File: src/rtl/ysyx_041514_mem_access_pkg.sv
// ---------------------------------------------------------------------------
// ysyx_041514_mem_access_pkg
//   Shared definitions for the MEM stage.
//   - memop_e   : memory opcode encodings (NONE, LB..LD, LBU..LWU, SB..SD)
//   - state_e   : MEM-stage transaction FSM states
//   - helpers   : opcode decode, load/store class, access size, strobe mask,
//                 misalignment check
// ---------------------------------------------------------------------------
package ysyx_041514_mem_access_pkg;

  localparam int MEMOP_W = 4;

  typedef enum logic [MEMOP_W-1:0] {
    MEMOP_NONE = 4'd0,
    MEMOP_LB   = 4'd1,
    MEMOP_LH   = 4'd2,
    MEMOP_LW   = 4'd3,
    MEMOP_LD   = 4'd4,
    MEMOP_LBU  = 4'd5,
    MEMOP_LHU  = 4'd6,
    MEMOP_LWU  = 4'd7,
    MEMOP_SB   = 4'd8,
    MEMOP_SH   = 4'd9,
    MEMOP_SW   = 4'd10,
    MEMOP_SD   = 4'd11
  } memop_e;

  typedef enum logic [1:0] {
    S_IDLE  = 2'd0,
    S_REQ   = 2'd1,
    S_RESP  = 2'd2,
    S_DRAIN = 2'd3
  } state_e;

  // Encodings 12..15 are folded into NONE so nothing downstream ever sees
  // an out-of-range enum value.
  function automatic memop_e decode_op(input logic [MEMOP_W-1:0] raw);
    memop_e op;
    case (raw)
      4'd1:    op = MEMOP_LB;
      4'd2:    op = MEMOP_LH;
      4'd3:    op = MEMOP_LW;
      4'd4:    op = MEMOP_LD;
      4'd5:    op = MEMOP_LBU;
      4'd6:    op = MEMOP_LHU;
      4'd7:    op = MEMOP_LWU;
      4'd8:    op = MEMOP_SB;
      4'd9:    op = MEMOP_SH;
      4'd10:   op = MEMOP_SW;
      4'd11:   op = MEMOP_SD;
      default: op = MEMOP_NONE;
    endcase
    return op;
  endfunction

  function automatic logic op_is_load(input memop_e op);
    return op inside {MEMOP_LB, MEMOP_LH, MEMOP_LW, MEMOP_LD,
                      MEMOP_LBU, MEMOP_LHU, MEMOP_LWU};
  endfunction

  function automatic logic op_is_store(input memop_e op);
    return op inside {MEMOP_SB, MEMOP_SH, MEMOP_SW, MEMOP_SD};
  endfunction

  // log2 of the access size in bytes: 0=byte, 1=half, 2=word, 3=double.
  function automatic logic [1:0] op_size_log2(input memop_e op);
    logic [1:0] s;
    case (op)
      MEMOP_LH, MEMOP_LHU, MEMOP_SH: s = 2'd1;
      MEMOP_LW, MEMOP_LWU, MEMOP_SW: s = 2'd2;
      MEMOP_LD, MEMOP_SD:            s = 2'd3;
      default:                       s = 2'd0;
    endcase
    return s;
  endfunction

  // Byte-enable pattern for an access at lane 0.
  function automatic logic [7:0] size_mask(input memop_e op);
    logic [7:0] m;
    case (op_size_log2(op))
      2'd0:    m = 8'h01;
      2'd1:    m = 8'h03;
      2'd2:    m = 8'h0F;
      default: m = 8'hFF;
    endcase
    return m;
  endfunction

  function automatic logic is_misaligned(input memop_e op, input logic [2:0] lo);
    logic mis;
    case (op_size_log2(op))
      2'd1:    mis = lo[0];
      2'd2:    mis = |lo[1:0];
      2'd3:    mis = |lo;
      default: mis = 1'b0;
    endcase
    return mis;
  endfunction

endpackage

File: src/rtl/ysyx_041514_mem_access_if.sv
// ---------------------------------------------------------------------------
// ysyx_041514_mem_access_if
//   Single-outstanding data-bus handshake between the MEM stage (master)
//   and the data memory / interconnect (slave).
//   req_valid/req_ready : request handshake
//   addr                : 8-byte-aligned address
//   we                  : 1 = write
//   wdata/wstrb         : lane-shifted store data and byte strobes
//   resp_valid/rdata    : response (reads and writes), full doubleword
// ---------------------------------------------------------------------------
interface ysyx_041514_mem_access_if #(
  parameter int XLEN = 64
);
  logic            req_valid;
  logic            req_ready;
  logic [XLEN-1:0] addr;
  logic            we;
  logic [XLEN-1:0] wdata;
  logic [7:0]      wstrb;
  logic            resp_valid;
  logic [XLEN-1:0] rdata;

  modport master (
    output req_valid, addr, we, wdata, wstrb,
    input  req_ready, resp_valid, rdata
  );

  modport slave (
    input  req_valid, addr, we, wdata, wstrb,
    output req_ready, resp_valid, rdata
  );
endinterface

File: src/rtl/ysyx_041514_mem_access_load_align.sv
// ---------------------------------------------------------------------------
// ysyx_041514_load_align
//   Combinational load-data alignment: shifts the returned doubleword right
//   by the byte offset, truncates to the access size and sign/zero-extends.
//   rdata_i  : full aligned doubleword from the bus
//   offset_i : address bits [2:0] of the access
//   op_i     : load opcode
//   data_o   : write-back value
// ---------------------------------------------------------------------------
module ysyx_041514_load_align
  import ysyx_041514_mem_access_pkg::*;
#(
  parameter int XLEN = 64
) (
  input  logic [XLEN-1:0] rdata_i,
  input  logic [2:0]      offset_i,
  input  memop_e          op_i,
  output logic [XLEN-1:0] data_o
);

  logic [XLEN-1:0] shifted;

  always_comb begin
    // NOTE: every output of a combinational block gets a default first;
    // a path that leaves one unassigned infers a latch.
    shifted = rdata_i >> {offset_i, 3'b000};
    data_o  = '0;
    case (op_i)
      MEMOP_LB:  data_o = {{(XLEN-8){shifted[7]}},   shifted[7:0]};
      MEMOP_LH:  data_o = {{(XLEN-16){shifted[15]}}, shifted[15:0]};
      MEMOP_LW:  data_o = {{(XLEN-32){shifted[31]}}, shifted[31:0]};
      MEMOP_LBU: data_o = {{(XLEN-8){1'b0}},         shifted[7:0]};
      MEMOP_LHU: data_o = {{(XLEN-16){1'b0}},        shifted[15:0]};
      MEMOP_LWU: data_o = {{(XLEN-32){1'b0}},        shifted[31:0]};
      MEMOP_LD:  data_o = shifted;
      default:   data_o = '0;
    endcase
  end

endmodule

File: src/rtl/ysyx_041514_mem_access.sv
// ---------------------------------------------------------------------------
// ysyx_041514_mem_access
//   MEM pipeline stage: issues one data-bus transaction per load/store,
//   aligns load data, stalls upstream while busy and flags misalignment.
//   clk, rst          : clock, synchronous active-high reset
//   op_valid_i        : EX/MEM slot holds a live instruction
//   mem_op_i          : memory opcode
//   addr_i, wdata_i   : effective address, store data (rs2)
//   flush_i           : kill the current instruction
//   bus               : data-bus master (req/resp handshake)
//   load_data_o       : extended load result
//   mem_done_o        : one-cycle completion pulse
//   mem_stall_req_o   : hold upstream stages
//   load_misalign_o,
//   store_misalign_o  : one-cycle trap pulses
// ---------------------------------------------------------------------------
module ysyx_041514_mem_access
  import ysyx_041514_mem_access_pkg::*;
#(
  parameter int XLEN      = 64,
  parameter int MEMOP_LEN = MEMOP_W
) (
  input  logic                 clk,
  input  logic                 rst,
  input  logic                 op_valid_i,
  input  logic [MEMOP_LEN-1:0] mem_op_i,
  input  logic [XLEN-1:0]      addr_i,
  input  logic [XLEN-1:0]      wdata_i,
  input  logic                 flush_i,
  ysyx_041514_mem_access_if.master bus,
  output logic [XLEN-1:0]      load_data_o,
  output logic                 mem_done_o,
  output logic                 mem_stall_req_o,
  output logic                 load_misalign_o,
  output logic                 store_misalign_o
);

  state_e          state_q;
  memop_e          op_q;
  logic [2:0]      offset_q;
  logic            req_valid_q;
  logic [XLEN-1:0] bus_addr_q;
  logic            we_q;
  logic [XLEN-1:0] wdata_q;
  logic [7:0]      wstrb_q;
  logic [XLEN-1:0] load_data_q;
  logic            done_q;
  logic            load_mis_q;
  logic            store_mis_q;

  memop_e          op_in;
  logic            start;
  logic            misaligned;
  logic [XLEN-1:0] aligned_data;

  assign op_in      = decode_op(mem_op_i);
  assign misaligned = is_misaligned(op_in, addr_i[2:0]);

  // In the done cycle upstream is still presenting the instruction that just
  // completed (it only advances at the end of that cycle), so it must not be
  // sampled again.
  assign start = (state_q == S_IDLE) & op_valid_i & (op_in != MEMOP_NONE)
               & ~flush_i & ~done_q;

  assign mem_stall_req_o = (state_q != S_IDLE) | (start & ~misaligned);

  ysyx_041514_load_align #(
    .XLEN (XLEN)
  ) u_load_align (
    .rdata_i  (bus.rdata),
    .offset_i (offset_q),
    .op_i     (op_q),
    .data_o   (aligned_data)
  );

  // NOTE: state is updated with non-blocking assignments only, so every
  // register here sees the pre-edge value of every other register.
  always_ff @(posedge clk) begin
    if (rst) begin
      state_q     <= S_IDLE;
      op_q        <= MEMOP_NONE;
      offset_q    <= '0;
      req_valid_q <= 1'b0;
      bus_addr_q  <= '0;
      we_q        <= 1'b0;
      wdata_q     <= '0;
      wstrb_q     <= '0;
      load_data_q <= '0;
      done_q      <= 1'b0;
      load_mis_q  <= 1'b0;
      store_mis_q <= 1'b0;
    end else begin
      done_q      <= 1'b0;
      load_mis_q  <= 1'b0;
      store_mis_q <= 1'b0;

      unique case (state_q)
        S_IDLE: begin
          if (start) begin
            if (misaligned) begin
              load_mis_q  <= op_is_load(op_in);
              store_mis_q <= op_is_store(op_in);
            end else begin
              op_q        <= op_in;
              offset_q    <= addr_i[2:0];
              bus_addr_q  <= {addr_i[XLEN-1:3], 3'b000};
              we_q        <= op_is_store(op_in);
              // Lane placement is computed once here so the bus fields are
              // plain registers, stable for the whole request phase.
              wdata_q     <= op_is_store(op_in) ? (wdata_i << {addr_i[2:0], 3'b000}) : '0;
              wstrb_q     <= op_is_store(op_in) ? (size_mask(op_in) << addr_i[2:0]) : '0;
              req_valid_q <= 1'b1;
              state_q     <= S_REQ;
            end
          end
        end

        S_REQ: begin
          // An accepted request owes a response even if the instruction is
          // killed in the same cycle, hence DRAIN rather than IDLE.
          if (bus.req_ready) begin
            req_valid_q <= 1'b0;
            state_q     <= flush_i ? S_DRAIN : S_RESP;
          end else if (flush_i) begin
            req_valid_q <= 1'b0;
            state_q     <= S_IDLE;
          end
        end

        S_RESP: begin
          if (bus.resp_valid) begin
            state_q <= S_IDLE;
            if (!flush_i) begin
              done_q <= 1'b1;
              if (op_is_load(op_q)) begin
                load_data_q <= aligned_data;
              end
            end
          end else if (flush_i) begin
            state_q <= S_DRAIN;
          end
        end

        S_DRAIN: begin
          if (bus.resp_valid) begin
            state_q <= S_IDLE;
          end
        end

        default: state_q <= S_IDLE;
      endcase
    end
  end

  assign bus.req_valid    = req_valid_q;
  assign bus.addr         = bus_addr_q;
  assign bus.we           = we_q;
  assign bus.wdata        = wdata_q;
  assign bus.wstrb        = wstrb_q;
  assign load_data_o      = load_data_q;
  assign mem_done_o       = done_q;
  assign load_misalign_o  = load_mis_q;
  assign store_misalign_o = store_mis_q;

endmodule

File: src/flat_wrapper.sv
// flat-port wrapper written by rule: the top's interface ports become plain ports
module ysyx_041514_mem_access_flat import ysyx_041514_mem_access_pkg::*;
#(
  parameter int XLEN      = 64,
  parameter int MEMOP_LEN = MEMOP_W
)
  (clk, rst, op_valid_i, mem_op_i, addr_i, wdata_i, flush_i, load_data_o, mem_done_o, mem_stall_req_o, load_misalign_o, store_misalign_o, bus_req_valid, bus_addr, bus_we, bus_wdata, bus_wstrb, bus_req_ready, bus_resp_valid, bus_rdata);
  ysyx_041514_mem_access_if #(.XLEN(XLEN)) bus_i ();
  input  logic clk;
  input  logic rst;
  input  logic op_valid_i;
  input  logic [MEMOP_LEN-1:0] mem_op_i;
  input  logic [XLEN-1:0] addr_i;
  input  logic [XLEN-1:0] wdata_i;
  input  logic flush_i;
  output logic [XLEN-1:0] load_data_o;
  output logic mem_done_o;
  output logic mem_stall_req_o;
  output logic load_misalign_o;
  output logic store_misalign_o;
  output wire logic [$bits(bus_i.req_valid)-1:0] bus_req_valid;
  output wire logic [$bits(bus_i.addr)-1:0] bus_addr;
  output wire logic [$bits(bus_i.we)-1:0] bus_we;
  output wire logic [$bits(bus_i.wdata)-1:0] bus_wdata;
  output wire logic [$bits(bus_i.wstrb)-1:0] bus_wstrb;
  input wire logic [$bits(bus_i.req_ready)-1:0] bus_req_ready;
  input wire logic [$bits(bus_i.resp_valid)-1:0] bus_resp_valid;
  input wire logic [$bits(bus_i.rdata)-1:0] bus_rdata;
  assign bus_req_valid = bus_i.req_valid;
  assign bus_addr = bus_i.addr;
  assign bus_we = bus_i.we;
  assign bus_wdata = bus_i.wdata;
  assign bus_wstrb = bus_i.wstrb;
  assign bus_i.req_ready = bus_req_ready;
  assign bus_i.resp_valid = bus_resp_valid;
  assign bus_i.rdata = bus_rdata;
  ysyx_041514_mem_access #(.XLEN(XLEN), .MEMOP_LEN(MEMOP_LEN)) u_core (.clk(clk), .rst(rst), .op_valid_i(op_valid_i), .mem_op_i(mem_op_i), .addr_i(addr_i), .wdata_i(wdata_i), .flush_i(flush_i), .bus(bus_i), .load_data_o(load_data_o), .mem_done_o(mem_done_o), .mem_stall_req_o(mem_stall_req_o), .load_misalign_o(load_misalign_o), .store_misalign_o(store_misalign_o));
endmodule
File: config.mk
export PLATFORM = sky130hd
export DESIGN_NAME = ysyx_041514_mem_access_flat
export DESIGN_NICKNAME = d
export VERILOG_FILES = /design/src/rtl/ysyx_041514_mem_access_pkg.sv /design/src/rtl/ysyx_041514_mem_access_if.sv /design/src/rtl/ysyx_041514_mem_access_load_align.sv /design/src/rtl/ysyx_041514_mem_access.sv /design/src/flat_wrapper.sv
export SDC_FILE = /design/constraint.sdc
export NUM_CORES = 1
export LEC_CHECK = 0
export ABC_AREA = 1
export BUFFER_PORTS_ARGS = -buffer_cell sky130_fd_sc_hd__buf_2
export CORE_MARGIN = 1.5
export CORE_UTILIZATION = 46
export CTS_BUF_LIST = sky130_fd_sc_hd__clkbuf_16
export CTS_CLUSTER_DIAMETER = 60
export DETAILED_ROUTE_END_ITERATION = 8
export GPL_ROUTABILITY_DRIVEN = 0
export PLACE_DENSITY = 0.89
export RECOVER_POWER = 50
export REMOVE_ABC_BUFFERS = 1
export SETUP_SLACK_MARGIN = 0.15
export SYNTH_ARGS = -nofsm -noshare
export SYNTH_HDL_FRONTEND = slang
export SYNTH_HIERARCHICAL = 1
export SYNTH_SLANG_ARGS = --single-unit
File: constraint.sdc
create_clock -name clk -period 2.4 [get_ports clk]
set_input_delay 0.48 -clock clk [delete_from_list [all_inputs] [get_ports clk]]
set_output_delay 0.48 -clock clk [all_outputs]
set_load 0.05 [all_outputs]
==> results.sh <==
export IMPL_outcome="finished, violations left"
export IMPL_violations="max-capacitance violations, max-slew violations"
export IMPL_n_fill_cell=2292
export IMPL_yosys_top_cells_count="nand2_1 (482), nor2_1 (313), o21ai_0 (218)"
export IMPL_portBuffers=404
export IMPL_drc=0
export IMPL_die_h_microns=164
export IMPL_grt_ovfl_total=0
export IMPL_final_setup_skew_ns=0.0107
export IMPL_crit_path_start_kind="input pin"
export IMPL_ys_ff_latch=210
export IMPL_yosys_area_share_simple=0.361
export IMPL_finalPower_mw=10.0
export IMPL_regArea_sq_um=4210
export IMPL_synthFlopType="dfxtp_1"
export IMPL_core_area_sq_um=25300
export IMPL_finalCritPeriodShare=0.988
export IMPL_synth_area_sq_um=11900
export IMPL_layout_drive_gt1_share=0.185
export IMPL_num_rows=58
export IMPL_critPathArrivalTime_ns=1.89
export IMPL_dr_pass1_iters=8
export IMPL_rsz0062_at_grt="yes"
export IMPL_final_max_slew_viol_count=78
export IMPL_synth_edf_count=0
export IMPL_synth_fa_ha_area_frac=0.00844
export IMPL_synth_most_common_cell="nand2_1"
export IMPL_vias=14600
export IMPL_placed_cells=2522
export IMPL_cpPeakStageDelay_ns=0.18
export IMPL_worst_r2r_setup_slack_ns=0.29
export IMPL_clock_fmax_mhz=422
export IMPL_fin_nets=2448
export IMPL_postRouteAntennaNets=0
export IMPL_worstPathCellList="buf_8, buf_6, inv_4, ha_4, inv_2, nand4_1, nand2_2, nand2_2, nand2_4, nand2_4, nand2_8, nand2_4, buf_8"
export IMPL_p_per_area_nw_per_um2=655
export IMPL_cp_top_family="simple AND/OR/NAND/NOR gates"
export IMPL_min_path_cells=3
export IMPL_clk_latency_ns=0.53
export IMPL_wl_per_cell_microns=16.3
export IMPL_cp_slowest_cell="ha_4"
export IMPL_setup_viol=0
export IMPL_start_util=0.470
export IMPL_min_from="addr_i[24]"
export IMPL_cts_tree="built"
export IMPL_synth_top_family_by_area="simple AND/OR/NAND/NOR gates"
export IMPL_synth_compound_area_frac=0.174
export IMPL_async_flop_share=0
export IMPL_dieArea_sq_um=26800
export IMPL_cts_buffers=26
export IMPL_cp_required_ns=1.92
export IMPL_dp_hpwl_microns=28400
export IMPL_avgSynthCellArea_sq_um=6.38
export IMPL_post_dp_cell_area_sq_um=14300
export IMPL_synth_xor_area_frac=0
export IMPL_maxSlewHeadroom=-0.163
export IMPL_drt_iter0_drc=1678
export IMPL_boundaryPins=408
export IMPL_grt_pass1_vias=13400
export IMPL_synth_area_leader_cell="dfxtp_1"
export IMPL_vdd_drop_max_uv=546
export IMPL_final_cells=2593
export IMPL_grt_max_degree=78
export IMPL_die_width_microns=164
export IMPL_cts_reportedPaths_clkPinSlew_ns=0.06
export IMPL_crit_top_cell="nand2_4"
export IMPL_grt_pass1_wl_microns=64900
export IMPL_worst_setup_path_end_kind="output port"
export IMPL_worstMarginPinSlew_ns=1.74
export IMPL_clockBufferDepth=3
export IMPL_hold_violations=0
export IMPL_netlist_instances=1860
export IMPL_crit_type="in2out"
export IMPL_synth_distinct_cells=42
export IMPL_h_tree_depth=1
export IMPL_cp_depth=13
export IMPL_cap_viol_max_count=1
export IMPL_grt_usage=0.296
export IMPL_reg2reg_depth=10
export IMPL_yosysTopAreaCellShare=0.354
export IMPL_final_area_sq_um=15300
export IMPL_root_buffer="clkbuf_16"
export IMPL_whs_ns=0.200
export IMPL_cts_sinks=210
export IMPL_leakagePower_nw=6.59
export IMPL_synthMuxAreaShare=0.0135
export IMPL_worst_path_buf_inv=5
export IMPL_multi_input_area_sq_um=6820
export IMPL_antenna_found_initial=6
export IMPL_totalWireLength_microns=42200
export IMPL_r2r_start="u_core/state_q[1]"
export IMPL_period_minus_slack_ns=2.37
export IMPL_hold_path_class="in2reg"
export IMPL_syn2layout_area_growth_pct=28.8
export IMPL_via_per_inst=5.63
export IMPL_seq_area_frac_synth=0.354
export IMPL_synth_area_leaders="dfxtp_1 (35%), nand2_1 (15%), nor2_1 (9.9%)"
export IMPL_synth_warnings=6
export IMPL_worstHoldEndpoint="u_core/bus.addr[24]"
export IMPL_path_max_fanout=5
export IMPL_r2r_end="u_core/bus.req_valid"
[flip-flops by register name, summed over array words and instances (netlist names)]
| register | cells |
|---|---|
| u_core/bus.wdata | 64 |
| u_core/load_data_o | 64 |
| u_core/bus.addr | 61 |
| u_core/bus.wstrb | 8 |
| u_core/op_q | 4 |
| u_core/offset_q | 3 |
| u_core/state_q | 2 |
| u_core/bus.req_valid | 1 |
| u_core/load_misalign_o | 1 |
| u_core/mem_done_o | 1 |
| u_core/store_misalign_o | 1 |
[worst max-delay path by stage]
stage / endpoint / slack, ns / startpoint
2_1_floorplan: u_core/offset_q[0] / -1.02 / mem_op_i[3]
3_3_place_gp: mem_stall_req_o / -0.1 / mem_op_i[3]
3_5_place_dp: mem_stall_req_o / -0.20 / mem_op_i[3]
4_1_cts: mem_stall_req_o / 0.13 / mem_op_i[2]
5_1_grt: mem_stall_req_o / 0.005 / mem_op_i[2]
6_report: mem_stall_req_o / 0.03 / mem_op_i[3]
[timing repair]
item,in CTS,in global routing
resized for setup,47,8
pin swaps,23,12
buffers inserted,18,0
cloned,0,0
setup endpoints to repair,1,8
hold buffers,0,0
[power by group]
part / total (mW) / switching, mW / internal, mW
combinational: 2.38 / 1.59 / 0.785
sequential: 3.67 / 0.0740 / 3.60
clock: 3.97 / 1.61 / 2.36
total: 10.0 / 3.28 / 6.74
[tightest hold or removal path: stages]
cell and delay (ns):
buf_2 0.07, o21ai_0 0.07, nor2_1 0.07
[cell families (layout without fill, tap and decap cells)]
group	Yosys count	after routing
AO/OA/AOI/OAI	382	382
adder cells (fa/ha/maj)	8	8
buffers and inverters	224	619
flip-flops	210	210
multiplexers	16	16
other	1	9
AND/OR/NAND/NOR	1019	1019
[routing by layer]
metal  part of all wire  GRT usage  wire (microns)
met4              0.065      0.186            2750
met5                  0          0               0
met2               0.46      0.495           19600
met1               0.36      0.344           15300
met3               0.11     0.0622            4580
[cell type report]
class                      instances  area share
tap                              330      0.0270
multi-input combinational       1428       0.446
clock buffer                      27      0.0442
antenna                            6    0.000982
sequential                       210       0.275
inverter                          69      0.0178
clock inverter                    20      0.0119
timing repair buffer             503       0.177
[metrics by stage]
stage          setup WS, ns  setup TNS [ns]  utilization
6_report             0.0297               0        0.605
5_1_grt             0.00525               0        0.605
4_1_cts               0.131               0        0.613
3_5_place_dp         -0.197           -8.22        0.566
3_3_place_gp        -0.0979          -0.290        0.566
2_1_floorplan         -1.02         -154.99            -
[cell usage in the layout, fill, tap and decap left out, types with 3 or more instances in the layout]
cell type / Yosys / final
nor3_1: 22 / 21
clkbuf_16: 0 / 27
nand2_4: 2 / 4
o21ai_1: 21 / 21
nand3_1: 137 / 134
ha_4: 0 / 6
o21ai_0: 218 / 218
a21oi_2: 10 / 10
clkbuf_1: 81 / 203
a211oi_1: 3 / 3
nand2_2: 9 / 12
buf_8: 2 / 3
nand2_1: 482 / 473
conb_1: 1 / 3
inv_1: 58 / 55
o31ai_1: 9 / 9
clkinv_1: 1 / 7
or2_2: 3 / 3
bufinv_16: 0 / 3
dfxtp_1: 210 / 208
clkinvlp_4: 0 / 4
nand3_2: 2 / 5
buf_2: 40 / 198
clkinv_2: 0 / 4
nand2_8: 0 / 4
diode_2: 0 / 6
buf_4: 9 / 82
o211ai_1: 26 / 26
mux2i_1: 16 / 16
a21oi_1: 87 / 87
nor2_1: 313 / 310
nand4_1: 30 / 30
buf_12: 0 / 13
nand4_2: 10 / 10
inv_2: 10 / 12
(Power assumes the default switching activity.)
